[src/rtl/cp0_reg_if.sv]
`default_nettype none
// ============================================================================
//  Module      : cp0_reg_if
//  Description : Software access bus for the CP0 register file. It carries
//                the MTC0 write port (we_i / waddr_i / data_i) and the MFC0
//                read port (raddr_i / data_o).
//  Modports    : master - pipeline side; drives the write and read address
//                         fields and receives the read data.
//                slave  - cp0_reg side; receives the write and read address
//                         fields and returns the read data.
//  Revision    : 1.0  initial release
// ============================================================================
interface cp0_reg_if;
    logic        we_i;     // MTC0 write enable
    logic [4:0]  waddr_i;  // CP0 register number written
    logic [31:0] data_i;   // MTC0 write data
    logic [4:0]  raddr_i;  // CP0 register number read
    logic [31:0] data_o;   // MFC0 read data (combinational)

    modport master (
        output we_i,
        output waddr_i,
        output data_i,
        output raddr_i,
        input  data_o
    );

    modport slave (
        input  we_i,
        input  waddr_i,
        input  data_i,
        input  raddr_i,
        output data_o
    );
endinterface
`default_nettype wire

[src/rtl/cp0_reg.sv]
`default_nettype none
// ============================================================================
//  Module      : cp0_reg
//  Description : MIPS coprocessor-0 register file. Implements BadVAddr(8),
//                Count(9), Compare(11), Status(12), Cause(13) and EPC(14),
//                MTC0 writes with per-field write masks, combinational MFC0
//                reads, precise exception entry and ERET.
//  Ports       : clk                 - sole clock, rising edge
//                rst                 - asynchronous active-high reset
//                bus                 - cp0_reg_if.slave (MTC0 / MFC0 port)
//                int_i[5:0]          - external hardware interrupt lines
//                excepttype_i[31:0]  - exception code from the M stage
//                current_inst_addr_i - PC of the excepting instruction
//                is_in_delayslot_i   - excepting instruction in delay slot
//                bad_addr_i          - faulting address (address errors)
//                badvaddr_o, count_o, compare_o, status_o, cause_o, epc_o
//                                    - register contents
//                timer_int_o         - timer interrupt pending
//  Options     : CP0_TIMER_INT_EN - when defined, Count increments every
//                second cycle and a Count==Compare match raises the timer
//                interrupt. When undefined, Count is a plain register and
//                the timer interrupt is tied low.
//  Revision    : 1.0  initial release
// ============================================================================
module cp0_reg (
    input  wire logic        clk,
    input  wire logic        rst,
    cp0_reg_if.slave         bus,
    input  wire logic [5:0]  int_i,
    input  wire logic [31:0] excepttype_i,
    input  wire logic [31:0] current_inst_addr_i,
    input  wire logic        is_in_delayslot_i,
    input  wire logic [31:0] bad_addr_i,
    output logic      [31:0] badvaddr_o,
    output logic      [31:0] count_o,
    output logic      [31:0] compare_o,
    output logic      [31:0] status_o,
    output logic      [31:0] cause_o,
    output logic      [31:0] epc_o,
    output logic             timer_int_o
);

    // ------------------------------------------------------------------
    // Register numbers
    // ------------------------------------------------------------------
    localparam logic [4:0] C_REG_BADVADDR = 5'd8;
    localparam logic [4:0] C_REG_COUNT    = 5'd9;
    localparam logic [4:0] C_REG_COMPARE  = 5'd11;
    localparam logic [4:0] C_REG_STATUS   = 5'd12;
    localparam logic [4:0] C_REG_CAUSE    = 5'd13;
    localparam logic [4:0] C_REG_EPC      = 5'd14;

    // Exception type codes presented by the exception unit
    localparam logic [31:0] C_EXC_INT  = 32'h0000_0001;
    localparam logic [31:0] C_EXC_ADEL = 32'h0000_0004;
    localparam logic [31:0] C_EXC_ADES = 32'h0000_0005;
    localparam logic [31:0] C_EXC_SYS  = 32'h0000_0008;
    localparam logic [31:0] C_EXC_BP   = 32'h0000_0009;
    localparam logic [31:0] C_EXC_RI   = 32'h0000_000a;
    localparam logic [31:0] C_EXC_OV   = 32'h0000_000c;
    localparam logic [31:0] C_EXC_ERET = 32'h0000_000e;

    // ------------------------------------------------------------------
    // State
    // ------------------------------------------------------------------
    logic [31:0] r_badvaddr;
    logic [31:0] r_count;
    logic [31:0] r_compare;
    logic [31:0] r_epc;

    // Only the writable Status fields are stored; BEV and the zero
    // fields are constants stitched in on the output.
    logic [7:0]  r_status_im;
    logic        r_status_exl;
    logic        r_status_ie;

    // Cause fields. TI is the timer interrupt flag itself.
    logic        r_cause_bd;
    logic [5:0]  r_cause_ip_hw;
    logic [1:0]  r_cause_ip_sw;
    logic [4:0]  r_cause_exc;

    logic        w_timer_int;

    // ------------------------------------------------------------------
    // MTC0 write decode
    // ------------------------------------------------------------------
    logic w_wr_badvaddr;
    logic w_wr_count;
    logic w_wr_compare;
    logic w_wr_status;
    logic w_wr_cause;
    logic w_wr_epc;

    assign w_wr_badvaddr = bus.we_i && (bus.waddr_i == C_REG_BADVADDR);
    assign w_wr_count    = bus.we_i && (bus.waddr_i == C_REG_COUNT);
    assign w_wr_compare  = bus.we_i && (bus.waddr_i == C_REG_COMPARE);
    assign w_wr_status   = bus.we_i && (bus.waddr_i == C_REG_STATUS);
    assign w_wr_cause    = bus.we_i && (bus.waddr_i == C_REG_CAUSE);
    assign w_wr_epc      = bus.we_i && (bus.waddr_i == C_REG_EPC);

    // ------------------------------------------------------------------
    // Exception decode. Interrupt (type 0x1) maps to ExcCode 0; the other
    // accepted types carry their ExcCode in the low bits. Any value not
    // listed here (including 0) is ignored.
    // ------------------------------------------------------------------
    logic       w_exc_valid;
    logic [4:0] w_exc_code;
    logic       w_exc_addr;
    logic       w_eret;

    always_comb begin
        w_exc_valid = 1'b0;
        w_exc_code  = 5'd0;
        case (excepttype_i)
            C_EXC_INT:  begin w_exc_valid = 1'b1; w_exc_code = 5'h00; end
            C_EXC_ADEL: begin w_exc_valid = 1'b1; w_exc_code = 5'h04; end
            C_EXC_ADES: begin w_exc_valid = 1'b1; w_exc_code = 5'h05; end
            C_EXC_SYS:  begin w_exc_valid = 1'b1; w_exc_code = 5'h08; end
            C_EXC_BP:   begin w_exc_valid = 1'b1; w_exc_code = 5'h09; end
            C_EXC_RI:   begin w_exc_valid = 1'b1; w_exc_code = 5'h0a; end
            C_EXC_OV:   begin w_exc_valid = 1'b1; w_exc_code = 5'h0c; end
            default:    begin w_exc_valid = 1'b0; w_exc_code = 5'h00; end
        endcase
    end

    assign w_exc_addr = (excepttype_i == C_EXC_ADEL) || (excepttype_i == C_EXC_ADES);
    assign w_eret     = (excepttype_i == C_EXC_ERET);

    // EPC/BD are only captured on the first exception; nested ones taken
    // while EXL is already set must not overwrite the original return PC.
    logic        w_exc_capture;
    logic [31:0] w_exc_epc;

    assign w_exc_capture = w_exc_valid && !r_status_exl;
    assign w_exc_epc     = is_in_delayslot_i ? (current_inst_addr_i - 32'd4)
                                             : current_inst_addr_i;

    // ------------------------------------------------------------------
    // Status
    // ------------------------------------------------------------------
    always_ff @(posedge clk or posedge rst) begin
        if (rst) begin
            r_status_im  <= 8'd0;
            r_status_exl <= 1'b0;
            r_status_ie  <= 1'b0;
        end else begin
            if (w_wr_status) begin
                r_status_im  <= bus.data_i[15:8];
                r_status_exl <= bus.data_i[1];
                r_status_ie  <= bus.data_i[0];
            end
            // Exception entry / return override a same-cycle MTC0 on EXL.
            if (w_exc_valid) begin
                r_status_exl <= 1'b1;
            end else if (w_eret) begin
                r_status_exl <= 1'b0;
            end
        end
    end

    // ------------------------------------------------------------------
    // Cause
    // ------------------------------------------------------------------
    always_ff @(posedge clk or posedge rst) begin
        if (rst) begin
            r_cause_bd    <= 1'b0;
            r_cause_ip_hw <= 6'd0;
            r_cause_ip_sw <= 2'd0;
            r_cause_exc   <= 5'd0;
        end else begin
            // IP7 doubles as the timer interrupt line.
            r_cause_ip_hw <= {int_i[5] | w_timer_int, int_i[4:0]};
            if (w_wr_cause) begin
                r_cause_ip_sw <= bus.data_i[9:8];
            end
            if (w_exc_valid) begin
                r_cause_exc <= w_exc_code;
            end
            if (w_exc_capture) begin
                r_cause_bd <= is_in_delayslot_i;
            end
        end
    end

    // ------------------------------------------------------------------
    // EPC
    // ------------------------------------------------------------------
    always_ff @(posedge clk or posedge rst) begin
        if (rst) begin
            r_epc <= 32'd0;
        end else if (w_exc_capture) begin
            r_epc <= w_exc_epc;
        end else if (w_wr_epc) begin
            r_epc <= bus.data_i;
        end
    end

    // ------------------------------------------------------------------
    // BadVAddr
    // ------------------------------------------------------------------
    always_ff @(posedge clk or posedge rst) begin
        if (rst) begin
            r_badvaddr <= 32'd0;
        end else if (w_exc_valid && w_exc_addr) begin
            r_badvaddr <= bad_addr_i;
        end else if (w_wr_badvaddr) begin
            r_badvaddr <= bus.data_i;
        end
    end

    // ------------------------------------------------------------------
    // Compare
    // ------------------------------------------------------------------
    always_ff @(posedge clk or posedge rst) begin
        if (rst) begin
            r_compare <= 32'd0;
        end else if (w_wr_compare) begin
            r_compare <= bus.data_i;
        end
    end

    // ------------------------------------------------------------------
    // Count and timer interrupt
    // ------------------------------------------------------------------
`ifdef CP0_TIMER_INT_EN
    logic r_tick;
    logic r_timer_int;

    // Count advances on every second clock; a software load of Count
    // restarts that phase so the first increment is two cycles later.
    always_ff @(posedge clk or posedge rst) begin
        if (rst) begin
            r_count <= 32'd0;
            r_tick  <= 1'b0;
        end else if (w_wr_count) begin
            r_count <= bus.data_i;
            r_tick  <= 1'b0;
        end else begin
            r_tick <= ~r_tick;
            if (r_tick) begin
                r_count <= r_count + 32'd1;
            end
        end
    end

    // Sticky until software rewrites Compare. A Compare of zero never
    // matches, so a cleared Compare leaves the timer disarmed.
    always_ff @(posedge clk or posedge rst) begin
        if (rst) begin
            r_timer_int <= 1'b0;
        end else if (w_wr_compare) begin
            r_timer_int <= 1'b0;
        end else if ((r_compare != 32'd0) && (r_count == r_compare)) begin
            r_timer_int <= 1'b1;
        end
    end

    assign w_timer_int = r_timer_int;
`else
    always_ff @(posedge clk or posedge rst) begin
        if (rst) begin
            r_count <= 32'd0;
        end else if (w_wr_count) begin
            r_count <= bus.data_i;
        end
    end

    assign w_timer_int = 1'b0;
`endif

    // ------------------------------------------------------------------
    // Outputs
    // ------------------------------------------------------------------
    assign badvaddr_o  = r_badvaddr;
    assign count_o     = r_count;
    assign compare_o   = r_compare;
    assign epc_o       = r_epc;
    assign timer_int_o = w_timer_int;

    // BEV (bit 22) reads as a constant 1.
    assign status_o = {9'd0, 1'b1, 6'd0, r_status_im, 6'd0, r_status_exl, r_status_ie};

    assign cause_o  = {r_cause_bd, w_timer_int, 14'd0, r_cause_ip_hw, r_cause_ip_sw,
                       1'b0, r_cause_exc, 2'd0};

    // MFC0 read port: reflects current register contents only.
    always_comb begin
        case (bus.raddr_i)
            C_REG_BADVADDR: bus.data_o = badvaddr_o;
            C_REG_COUNT:    bus.data_o = count_o;
            C_REG_COMPARE:  bus.data_o = compare_o;
            C_REG_STATUS:   bus.data_o = status_o;
            C_REG_CAUSE:    bus.data_o = cause_o;
            C_REG_EPC:      bus.data_o = epc_o;
            default:        bus.data_o = 32'd0;
        endcase
    end

endmodule
`default_nettype wire

[src/flat_wrapper.sv]
// flat-port wrapper written by rule: the top's interface ports become plain ports
module cp0_reg_flat 
  (clk, rst, int_i, excepttype_i, current_inst_addr_i, is_in_delayslot_i, bad_addr_i, badvaddr_o, count_o, compare_o, status_o, cause_o, epc_o, timer_int_o, bus_we_i, bus_waddr_i, bus_data_i, bus_raddr_i, bus_data_o);
  cp0_reg_if bus_i ();
  input  wire logic clk;
  input  wire logic rst;
  input  wire logic [5:0] int_i;
  input  wire logic [31:0] excepttype_i;
  input  wire logic [31:0] current_inst_addr_i;
  input  wire logic is_in_delayslot_i;
  input  wire logic [31:0] bad_addr_i;
  output logic      [31:0] badvaddr_o;
  output logic      [31:0] count_o;
  output logic      [31:0] compare_o;
  output logic      [31:0] status_o;
  output logic      [31:0] cause_o;
  output logic      [31:0] epc_o;
  output logic timer_int_o;
  input wire logic [$bits(bus_i.we_i)-1:0] bus_we_i;
  input wire logic [$bits(bus_i.waddr_i)-1:0] bus_waddr_i;
  input wire logic [$bits(bus_i.data_i)-1:0] bus_data_i;
  input wire logic [$bits(bus_i.raddr_i)-1:0] bus_raddr_i;
  output wire logic [$bits(bus_i.data_o)-1:0] bus_data_o;
  assign bus_i.we_i = bus_we_i;
  assign bus_i.waddr_i = bus_waddr_i;
  assign bus_i.data_i = bus_data_i;
  assign bus_i.raddr_i = bus_raddr_i;
  assign bus_data_o = bus_i.data_o;
  cp0_reg u_core (.clk(clk), .rst(rst), .bus(bus_i), .int_i(int_i), .excepttype_i(excepttype_i), .current_inst_addr_i(current_inst_addr_i), .is_in_delayslot_i(is_in_delayslot_i), .bad_addr_i(bad_addr_i), .badvaddr_o(badvaddr_o), .count_o(count_o), .compare_o(compare_o), .status_o(status_o), .cause_o(cause_o), .epc_o(epc_o), .timer_int_o(timer_int_o));
endmodule
[config.mk]
export PLATFORM = sky130hd
export DESIGN_NAME = cp0_reg_flat
export DESIGN_NICKNAME = d
export VERILOG_FILES = /design/src/rtl/cp0_reg_if.sv /design/src/rtl/cp0_reg.sv /design/src/flat_wrapper.sv
export SDC_FILE = /design/constraint.sdc
export NUM_CORES = 1
export LEC_CHECK = 0
export BUFFER_PORTS_ARGS = -buffer_cell sky130_fd_sc_hd__buf_2
export CORE_AREA = 2 2 146 148
export DETAILED_ROUTE_END_ITERATION = 8
export DIE_AREA = 0 0 148 150
export HOLD_SLACK_MARGIN = 0.06
export PLACE_DENSITY = 0.7
export SLEW_MARGIN = 40
export SYNTH_ARGS = -nofsm -noshare
export SYNTH_HDL_FRONTEND = slang
export SYNTH_SLANG_ARGS = --single-unit
[constraint.sdc]
create_clock -name clk -period 13.1 [get_ports clk]
set_input_delay 0.655 -clock clk [delete_from_list [all_inputs] [get_ports clk]]
set_output_delay 0.655 -clock clk [all_outputs]
set_load 0.03 [all_outputs]
* Word-level counts from Yosys, hierarchy flattened
Cells that the tools add are included.
** Cells by class
- Mux-type cells :: 11
- Shift-type cells :: 0
- Eq/ne operators :: 20
- Bitwise gates (word level) :: 0
- Reductions and logical operators :: 14
- $lt $le $gt $ge :: 0
- Divide/modulo/power cells :: 0
- Add/sub/neg operators :: 1
- Multipliers :: 0
** Operators by type and width (number)
- $pmux 32 s6 :: 1
- $eq 32x4->1 const B :: 5
- $mux 32 :: 5
- $eq 32x3->1 const B :: 2
- $eq 5x4->1 const B :: 12
- $eq 32x1->1 const B :: 1
- $sub 32x3->32 const B :: 1
- $pmux 4 s6 :: 1
- $logic_and 1x1->1 :: 8
- $reduce_or 7->1 :: 1
- $mux 1 :: 4
- $reduce_bool 2->1 :: 2
- $reduce_bool 3->1 :: 1
- $logic_not 1->1 :: 1
- $logic_or 1x1->1 :: 1
** Storage, ports and cells
- Logic and storage cells :: 57
- Output and inout port bits :: 225
- Memory bits (read-only) :: 0
- Bits in writable memories :: 0
- Input port bits :: 148
- Memories kept :: 0
- Latch bits :: 0
- Bits in registers :: 152

* Longest topological paths before layout
Gate-level depths: netlist (run 1).
- Depth after elaboration :: 5
- Gate-level depth with buffers :: 8
- Gate-level depth less buffers :: 7

* Worst setup path before layout (run 1)
No wires, ideal clock.
- Path kind :: input port to output port
- From :: input port bus_raddr_i[1]
- To :: output port bus_data_o[13]
- Required time :: 12.445 ns
- Path buffers :: 1
- Path slack :: 10.383 ns
- Stages on the path :: 5
- Data arrival time :: 2.062 ns
- Path through :: or3b_1 -> nor3_1 -> clkbuf_1 -> a22oi_1 -> nand3_1
** Between the ends
- Cells in the longest elaborated chain, start to end :: 2
- Elaborated cells on any way between the ends :: 7
- Those cells by class :: eq/ne: 6; mux: 1
** RTL lines
- start: declaration :: RTL line flat_wrapper.sv:22 : input wire logic [$bits(bus_i.raddr_i)-1:0] bus_raddr_i;
- $eq 5x4->1 :: RTL line cp0_reg.sv:289 : case (bus.raddr_i)
- $pmux 32 s6 (*) :: RTL line cp0_reg.sv:289
- end: declaration :: RTL line flat_wrapper.sv:23 : output wire logic [$bits(bus_i.data_o)-1:0] bus_data_o;
Mark *: on every way between the ends. The rest lies on a longest branch, timed or not.

* Worst setup path in the final report (run 1)
- From :: input port bus_raddr_i[1]
- To :: output port bus_data_o[12]
Same word-level chain as after synthesis.

==> results of run 1 <==
-- worst max-delay path: stages --
cell	delay [ns]
buf_2	0.11
or3b_1	0.44
nor2_4	0.47
buf_16	0.23
a22oi_1	0.10
nand3_1	0.13
buf_2	0.20
-- area by class of cell --
cell class,count,share of cell area
diodes,1,0.0002374
clock buffers,17,0.04037
clock inverters,14,0.01092
inverters,5,0.002493
multi-input cells,555,0.3857
flip-flops and latches,151,0.3585
well taps,275,0.03265
repair buffers,343,0.1691
-- flip-flops by register name, summed over array words and instances, names as in the netlist --
name                  flops
u_core.r_status_im        8
u_core.compare_o         32
u_core.epc_o             32
u_core.r_cause_bd         1
u_core.count_o           32
u_core.r_status_ie        1
u_core.badvaddr_o        32
u_core.r_status_exl       1
u_core.r_cause_ip_sw      2
u_core.r_cause_exc        4
u_core.r_cause_ip_hw      6
-- per-layer routing --
| metal | global-route usage | wire length [um] | vias up |
|---|---|---|---|
| met5 | 0 | 13 | - |
| met4 | 0.06381 | 355 | 2 |
| met3 | 0.05000 | 2037 | 29 |
| met2 | 0.3958 | 13480 | 343 |
| met1 | 0.3149 | 11320 | 3674 |
| li1 | - | - | 3312 |
-- layout by cell type (no fill, tap or decap), drive strengths merged, types with 2 or more instances in the layout --
master,instances
inv,12
o21ai,47
nor4,16
nand4,4
or3,3
nand3,11
or4,2
nor4b,5
buf,343
nor3b,2
clkbuf,17
and3,3
nor2,36
clkinvlp,5
mux2,97
or2,3
nand2,79
clkinv,2
nand3b,2
mux2i,45
a21oi,24
a222oi,8
conb,42
xor2,7
a22oi,63
nor3,16
nand2b,2
nor4bb,2
xnor2,21
dfrtp,151
-- cells by family (layout without fill, tap and decap cells) --
group | after synthesis | after routing | share of synthesized area
and+or+nand+nor | 191 | 191 | 0.1290
xor gates and xnor gates | 28 | 28 | 0.02996
adders and majority gates | 1 | 1 | 0.001528
other | 2 | 43 | 0.0009175
muxes | 142 | 142 | 0.1885
buffers and inverters | 95 | 379 | 0.06787
AOI/OAI and AO/OA | 151 | 151 | 0.1206
DFF | 151 | 151 | 0.4616
-- per-stage QoR --
step,area [sq um],cells,hold WS [ns],util
5_1_grt,10540,1360,0.3102,0.5093
3_3_place_gp,9928,1326,0.4957,0.4799
6_report,10540,1361,0.3363,0.5094
2_1_floorplan,8335,801,0.5040,-
3_5_place_dp,9968,1327,0.5087,0.4818
4_1_cts,10510,1358,0.3186,0.5079
-- power by group through the flow --
| stage | combinational, mW | clock (mW) | sequential (mW) |
|---|---|---|---|
| after floorplan | 0.150 | 0 | 0.787 |
| after global placement | 0.457 | 0 | 0.634 |
| after detailed placement | 0.465 | 0 | 0.635 |
| after CTS | 0.466 | 0.468 | 0.628 |
| after global routing | 0.493 | 0.490 | 0.640 |
| final | 0.464 | 0.460 | 0.629 |
-- final timing paths --
| check | start | endpoint | slack (ns) |
|---|---|---|---|
| worst max-delay path | bus_raddr_i[1] | bus_data_o[12] | 10.08 |
| worst min-delay path | rst | u_core.compare_o[7] | 0.34 |
| worst max register to register | u_core.r_status_exl | u_core.epc_o[15] | 11.23 |
| worst min register to register | u_core.compare_o[7] | u_core.compare_o[7] | 0.52 |
| max in group asynchronous | rst | u_core.epc_o[23] | 11.69 |
| min in group clk | int_i[2] | u_core.r_cause_ip_hw[2] | 0.34 |
==> summary.md, run 1 <==
| Metric | Value |
|---|---|
| CTS Buf Count | 17 |
| Htree depth | 4 |
| Syn avg cell area | 10.76 sq um |
| Final net count | 1222 |
| Slew Limit Fails | 0 |
| First-pass GRT wire length | 40.38 mm |
| GRT overflow | 0 |
| Die outline area | 22200 sq um |
| Top-area cell type share of the netlist area | 0.4616 |
| Post-DP HPWL | 19.35 mm |
| # setup viols final | 0 |
| Die height | 150 um |
| Sequential share of power | 0.405 |
| Post-synthesis sequential area ratio | 0.4616 |
| Initial antenna violation count | 1 |
| Clock buffer depth | 2 |
| Std cell rows | 53 |
| Critical Path RT | 12.44 ns |
| Register Area | 3779 sq um |
| Setup tns final | 0 ns |
| Num Clock Sinks | 151 |
| Max Cap Viol | 0 |
| GPL Wtd Cong | 0.8089 |
| Power, Total | 1.554 mW |
| Aggregate global-route resource usage | 0.2374 |
| Gate power share | 0.299 |
| Critical path class | in -> out |
| Most numerous cell in the Yosys netlist | dfrtp_1 |
| Clock transition at path regs | 0.07 ns |
| Unrepaired setup endpoints after global routing | no |
| WP data arrival | 2.36 ns |
| Vias per cell | 5.408 |
| Pint | 947.8 uW |
| Max Freq | 331.1 MHz |
| Pleak | 5.409 nW |
| Via count | 7360 |
| DR pass1 iterations | 5 |
| DRT iter0 DRCs | 464 |
| Mapped Cells | 761 |
| Crit-path max FO | 18 |
| Setup ws final | 10.08 ns |
| Vias in the first global route | 7015 |
| Routed wire length | 27.21 mm |
| Pin count of the biggest net entering global routing | 95 |
| Worst VDD drop | 0.08128 mV |
| Status | finished, final reports clean |
| Post-CTS Resized | 0 |
| Most frequent cells after synthesis | dfrtp_1, mux2_2, nand2_1, a22oi_1 |
| Fin crit period | 3.020 ns |
| Element type at the critical path end | primary output |
| DRC | 0 |
| Worst-Margin Slew | 0.7249 ns |
| Largest cells by area after synthesis | dfrtp_1, mux2_2, a22oi_1 |
| Starting Density | 0.3956 |
| Final antenna-violating net count | 0 |
| Area of the mapped netlist | 8185 sq um |
| Fillcell total | 1951 |
| Hold Crit Class | in -> async |
| Slew HR | 0.5167 |
| Crit share post-route | 0.2305 |
| WL/cell | 19.99 um |
| Synth Warn # | 0 |
| DP Worst Slack | 10.02 ns |
| Worst reg-to-reg path cell count | 4 |
| Clk_lat worst skew | 0.42 ns |
| Layout cell share with drive strength beyond 1 | 0.4562 |
| Startpoint Class | primary input |
| Die width | 148 um |
| Multi-input gate area | 4065 sq um |
| Clock Skews | 0.008448 ns |
| IO buf count | 330 |
| Pwr/cell area | 147.4 nW/um^2 |
| Hold buffers post-CTS | 0 |
| Post-synthesis cell type count | 58 |
| CTS tree | done |
| Yosys top cell by area | dfrtp_1 |
| Post-synth EDFFs | 0 |
| Switching share of power | 0.3899 |
| Final Hold Viols | 0 |
| Switching Power | 605.8 uW |
| Clock share of power | 0.296 |
| Core ar. | 20690 sq um |
| I/O Pins | 373 |
| Main synth FF type | dfrtp_1 |
| Yosys reg bits | 151 |
| Layout area overhead | 28.75% |
| Share of synthesized flip-flops with an asynchronous set or reset | 1.000 |
| Postcts setup bufs | 0 |
| Clock root buffer | clkbuf_16 |
No activity file was read; power rests on OpenSTA's default activity.
==> run 2: changes to the inputs <==
PLACE_DENSITY = 0.72   (was 0.7)
clock period = 2.6 ns   (was 13.1 ns; I/O delays follow)
==> run 2 against run 1 <==
Combinational power rose to 5.5 times the previous value; worst hold slack got worse by 0.26 ns; largest power group unchanged; global-route usage up 1.0 points; non-clock buffer count rose by 116; total power increased to 5.2 times the previous value; highest routed layer is now met4.
==> summary.md, run 2 (synthesized netlist as in run 1, its figures left out) <==
| Metric | Value |
|---|---|
| Status | finished, final reports clean |
| Worst reg-to-reg path cell count | 5 |
| Reg-to-reg endpoint | u_core.epc_o[3] |
| Clock root buffer | clkbuf_16 |
| Initial antenna violation count | 2 |
| Routed wire length | 28.22 mm |
| Final Hold Viols | 0 |
| Most frequent cells in the layout | buf_2, dfrtp_1, dlygate4sd3_1, mux2_2, nand2_1 |
| Aggregate global-route resource usage | 0.2476 |
| Unrepaired setup endpoints after global routing | no |
| Worst hold path cell count | 3 |
| Post-DP HPWL | 19.79 mm |
| Worst-Margin Slew | 0.6328 ns |
| Fin crit period | 2.070 ns |
| Setup tns final | 0 ns |
| Pin count of the biggest net entering global routing | 77 |
| Via count | 7693 |
| Core ar. | 20690 sq um |
| WL/cell | 19.10 um |
| Vias per cell | 5.205 |
| Clock buffer depth | 2 |
| Clock Skews | 0.01017 ns |
| Starting Density | 0.3956 |
| Layout cell share with drive strength beyond 1 | 0.4188 |
| Max Freq | 483.0 MHz |
| Die height | 150 um |
| Final net count | 1338 |
| Hold Crit Class | in -> reg |
| Element type at the critical path end | flip-flop |
| Clk_lat worst skew | 0.42 ns |
| CTS Buf Count | 17 |
| # setup viols final | 0 |
| Critical Path RT | 2.90 ns |
| Hold_sp | current_inst_addr_i[30] |
| Clock transition at path regs | 0.07 ns |
| Startpoint Class | primary input |
| Reg2Reg Setup Slack | 0.68 ns |
| Crit share post-route | 0.7963 |
| Htree depth | 4 |
| Die width | 148 um |
| CTS tree | done |
| DR pass1 iterations | 5 |
| Crit-path max FO | 10 |
| Critical path class | in -> reg |
| Std cell rows | 53 |
| RR Startpoint | u_core.r_status_exl |
| GPL Wtd Cong | 0.8352 |
| GRT overflow | 0 |
| Final antenna-violating net count | 0 |
| Slew HR | 0.5771 |
| IO buf count | 330 |
| Endpoint, Worst Hold | u_core.epc_o[30] |
| Most common cell after layout, fill and taps aside | buf_2 |
| Die outline area | 22200 sq um |
| Smallest hold slack | 0.07542 ns |
| Fillcell total | 1748 |
| Pleak | 5.927 nW |
| Vias in the first global route | 7627 |
| Num Clock Sinks | 151 |
| WP data arrival | 2.37 ns |
| DRT iter0 DRCs | 401 |
| Max Cap Viol | 0 |
| DRC | 0 |
| Slew Limit Fails | 0 |
| I/O Pins | 373 |
| Pwr/cell area | 685.1 nW/um^2 |
| First-pass GRT wire length | 42.70 mm |
| Worst VDD drop | 0.4023 mV |
| Layout area overhead | 43.23% |
==> run 2: cell types whose count changed in the layout (fill, tap and decap cells not counted), sizes merged <==
cell         delta
diode           +1
dlygate4sd3   +108
buf             +8
clkinv          +2
inv             -3
clkbuf          +1
==> run 2: metrics by stage <==
| step | worst slack (ns) | area (sq um) | utilization | cells | power (mW) |
|---|---|---|---|---|---|
| 2_1_floorplan | 0.5670 | 8339 | - | 801 | 4.722 |
| 3_3_place_gp | 0.5321 | 10080 | 0.4874 | 1337 | 5.507 |
| 3_5_place_dp | 0.5162 | 10080 | 0.4874 | 1337 | 5.546 |
| 4_1_cts | 0.4543 | 11720 | 0.5664 | 1476 | 8.057 |
| 5_1_grt | 0.3564 | 11720 | 0.5666 | 1478 | 8.390 |
| 6_report | 0.5295 | 11720 | 0.5666 | 1478 | 8.032 |
==> run 2: routing by layer <==
layer  global-route usage  wire length (um)  vias up  share of wire
li1                     -                 -     3548              -
met2               0.4313             14060      327           0.50
met4              0.08667               709        0          0.025
met5                    0                 0        -              0
met1               0.3075             11580     3775           0.41
met3              0.04787              1873       43          0.066
==> run 2: how the worst max path moves through the flow <==
stage | slack, ns | startpoint | end
floorplan | 0.57 | rst | u_core.badvaddr_o[0]
global placement | 0.53 | excepttype_i[14] | u_core.r_cause_bd
detailed placement | 0.52 | excepttype_i[14] | u_core.epc_o[22]
CTS | 0.45 | current_inst_addr_i[3] | u_core.epc_o[31]
global route | 0.36 | bus_waddr_i[2] | u_core.badvaddr_o[3]
finish | 0.53 | current_inst_addr_i[6] | u_core.epc_o[31]
==> run 2: what timing repair did <==
action                    4_1_cts  5_1_grt
setup buffers                   0        0
gates resized for setup         0        0
hold buffers                  108        0
hold endpoints to repair      161        0
==> run 2: area by class of cell <==
type / instances / area, sq um / area share
diodes: 2 / 5.005 / 0.0004269
clock buffers: 18 / 439.2 / 0.03746
clock inverters: 13 / 113.9 / 0.009712
inverters: 5 / 22.52 / 0.001921
multi-input cells: 555 / 4055 / 0.3459
flip-flops and latches: 151 / 3779 / 0.3223
well taps: 275 / 344.1 / 0.02935
repair buffers: 459 / 2965 / 0.2529
==> run 2: report_power, final <==
part | leakage (nW) | switching (mW) | internal (mW)
Clock | 0.259 | 1.06 | 1.27
Sequential | 1.93 | 0.385 | 2.78
Combinational | 3.74 | 1.63 | 0.904
Total | 5.93 | 3.08 | 4.95
==> run 2: worst max-delay path, cell delays in order <==
cell,delay (ns)
dlygate4sd3_1,0.55
buf_2,0.16
nor4b_4,0.55
nand4_4,0.33
nor4_4,0.34
xnor2_1,0.22
a21oi_2,0.09
==> run 3: changes to the inputs <==
PLACE_DENSITY = 0.7   (was 0.72)
clock period = 2.05 ns   (was 2.6 ns; I/O delays follow)
==> run 3 against run 2 <==
Count of clock-buffer cells in the layout decreased by 1; critical path depth unchanged; first-iteration DRC count increased by 8.2%; critical path type unchanged.
==> summary.md, run 3 (synthesized netlist as in run 1, its figures left out) <==
| Metric | Value |
|---|---|
| Die height | 150 um |
| First-pass GRT wire length | 44.92 mm |
| Max Cap Viol | 0 |
| Fillcell total | 1774 |
| Design area | 12120 sq um |
| Clk_lat worst skew | 0.42 ns |
| Critical Path RT | 2.35 ns |
| Pwr/cell area | 870.5 nW/um^2 |
| Hold Crit Class | in -> reg |
| Multi-input gate area | 4064 sq um |
| Post-DP HPWL | 19.88 mm |
| GRT overflow | 0 |
| Critical Path End | u_core.epc_o[1] |
| Max Freq | 513.9 MHz |
| Power, Total | 10.55 mW |
| Pin count of the biggest net entering global routing | 72 |
| Most common cell after layout, fill and taps aside | buf_2 |
| Final net count | 1372 |
| Initial antenna violation count | 0 |
| DRT iter0 DRCs | 434 |
| Setup tns final | 0 ns |
| Register Area | 3779 sq um |
| Layout cell share with drive strength beyond 1 | 0.4162 |
| Most frequent cells in the layout | buf_2, dfrtp_1, dlygate4sd3_1, mux2_2, nand2_1 |
| Clock Skews | 0.007072 ns |
| Final Hold Viols | 0 |
| Startpoint Class | primary input |
| Htree depth | 4 |
| Routed wire length | 29.24 mm |
| Placed Instance Area | 10180 sq um |
| DR pass1 iterations | 6 |
| Reg2Reg Setup Slack | 0.19 ns |
| Vias in the first global route | 8224 |
| Aggregate global-route resource usage | 0.2591 |
| RR Startpoint | u_core.r_status_exl |
| Final antenna-violating net count | 0 |
| Crit share post-route | 0.9492 |
| Worst VDD drop | 0.5470 mV |
| DRC | 0 |
| Clock buffer depth | 2 |
| Status | finished, final reports clean |
| Critical Path Start | excepttype_i[1] |
| CTS Buf Count | 17 |
| Fin crit period | 1.946 ns |
| WL/cell | 19.37 um |
| Vias per cell | 5.248 |
| Num Clock Sinks | 151 |
| Unrepaired setup endpoints after global routing | no |
| Die width | 148 um |
| Clock root buffer | clkbuf_16 |
| GPL Wtd Cong | 0.8312 |
| Crit-path max FO | 30 |
| Reg-to-reg endpoint | u_core.epc_o[1] |
| # setup viols final | 0 |
| Worst-Margin Slew | 0.6027 ns |
| Antenna cells | 0 |
| Core ar. | 20690 sq um |
| Final core occ | 0.5858 |
| Element type at the critical path end | flip-flop |
| Via count | 7924 |
| Std cell rows | 53 |
| I/O Pins | 373 |
| IO buf count | 330 |
| WP data arrival | 2.24 ns |
| Starting Density | 0.3956 |
| Layout area overhead | 48.06% |
| CTS tree | done |
| Die outline area | 22200 sq um |
| Worst reg-to-reg path cell count | 4 |
| Pleak | 6.133 nW |
| Slew HR | 0.5982 |
| Critical path class | in -> reg |
| Clock transition at path regs | 0.07 ns |
| Slew Limit Fails | 0 |
[run 3: cell types whose count changed in the layout (fill, tap and decap cells not counted), sizes merged]
cell         delta
dlygate4sd3    +25
buf             +9
clkinv          -3
bufinv          +2
diode           -2
clkbuf          -1
clkinvlp        +1
inv             +1
[run 3: per-layer routing]
layer | vias up | wire length (um) | global-route usage
li1 | 3620 | - | -
met4 | 0 | 665 | 0.09714
met5 | - | 0 | 0
met1 | 3878 | 11970 | 0.3238
met3 | 52 | 1997 | 0.05701
met2 | 374 | 14610 | 0.4405
[run 3: worst min path at each step]
stage / from / end / slack [ns] / cells past startpoint
after CTS: excepttype_i[3] / u_core.r_status_exl / 0.07 / 3
final: excepttype_i[3] / u_core.r_status_exl / 0.09 / 3
after detailed placement: rst / u_core.badvaddr_o[7] / 0.14 / 2
after global routing: current_inst_addr_i[9] / u_core.epc_o[9] / 0.09 / 3
after floorplan: int_i[0] / u_core.r_cause_ip_hw[0] / 0.13 / 0
after global placement: rst / u_core.badvaddr_o[7] / 0.14 / 2
[run 3: power breakdown]
group	internal, mW	switching [mW]	leakage (nW)
registers	3.53	0.489	1.93
logic	1.24	2.11	3.93
clock network	1.82	1.36	0.273
[run 3: area by class of cell]
cell class | count | area share
Clock buffer | 17 | 0.03510
Clock inverter | 14 | 0.01352
Tap cell | 275 | 0.02839
Sequential cell | 151 | 0.3118
Timing Repair Buffer | 493 | 0.2740
Multi-Input combinational cell | 555 | 0.3353
Inverter | 5 | 0.001858
[run 3: critical path, cell delays in order]
cell and delay (ns):
dlygate4sd3_1 0.52, buf_2 0.16, a211o_1 0.31, nor4_4 0.23, buf_12 0.22, o21ai_0 0.12, dlygate4sd3_1 0.58
[run 3: repair_timing]
action,in CTS,in global routing
hold endpoints to repair,161,0
gates resized for setup,0,2
buffers inserted,0,1
setup endpoints to repair,0,8
hold buffers,133,0
[run 3: per-stage QoR]
stage / cells / hold slack, ns / setup WS (ns)
after global placement: 1345 / 0.1392 / 0.1812
after global routing: 1510 / 0.08735 / 0.01351
after floorplan: 801 / 0.1339 / 0.04454
after CTS: 1509 / 0.07212 / 0.01579
after detailed placement: 1345 / 0.1363 / 0.1259
final: 1510 / 0.09263 / 0.1041
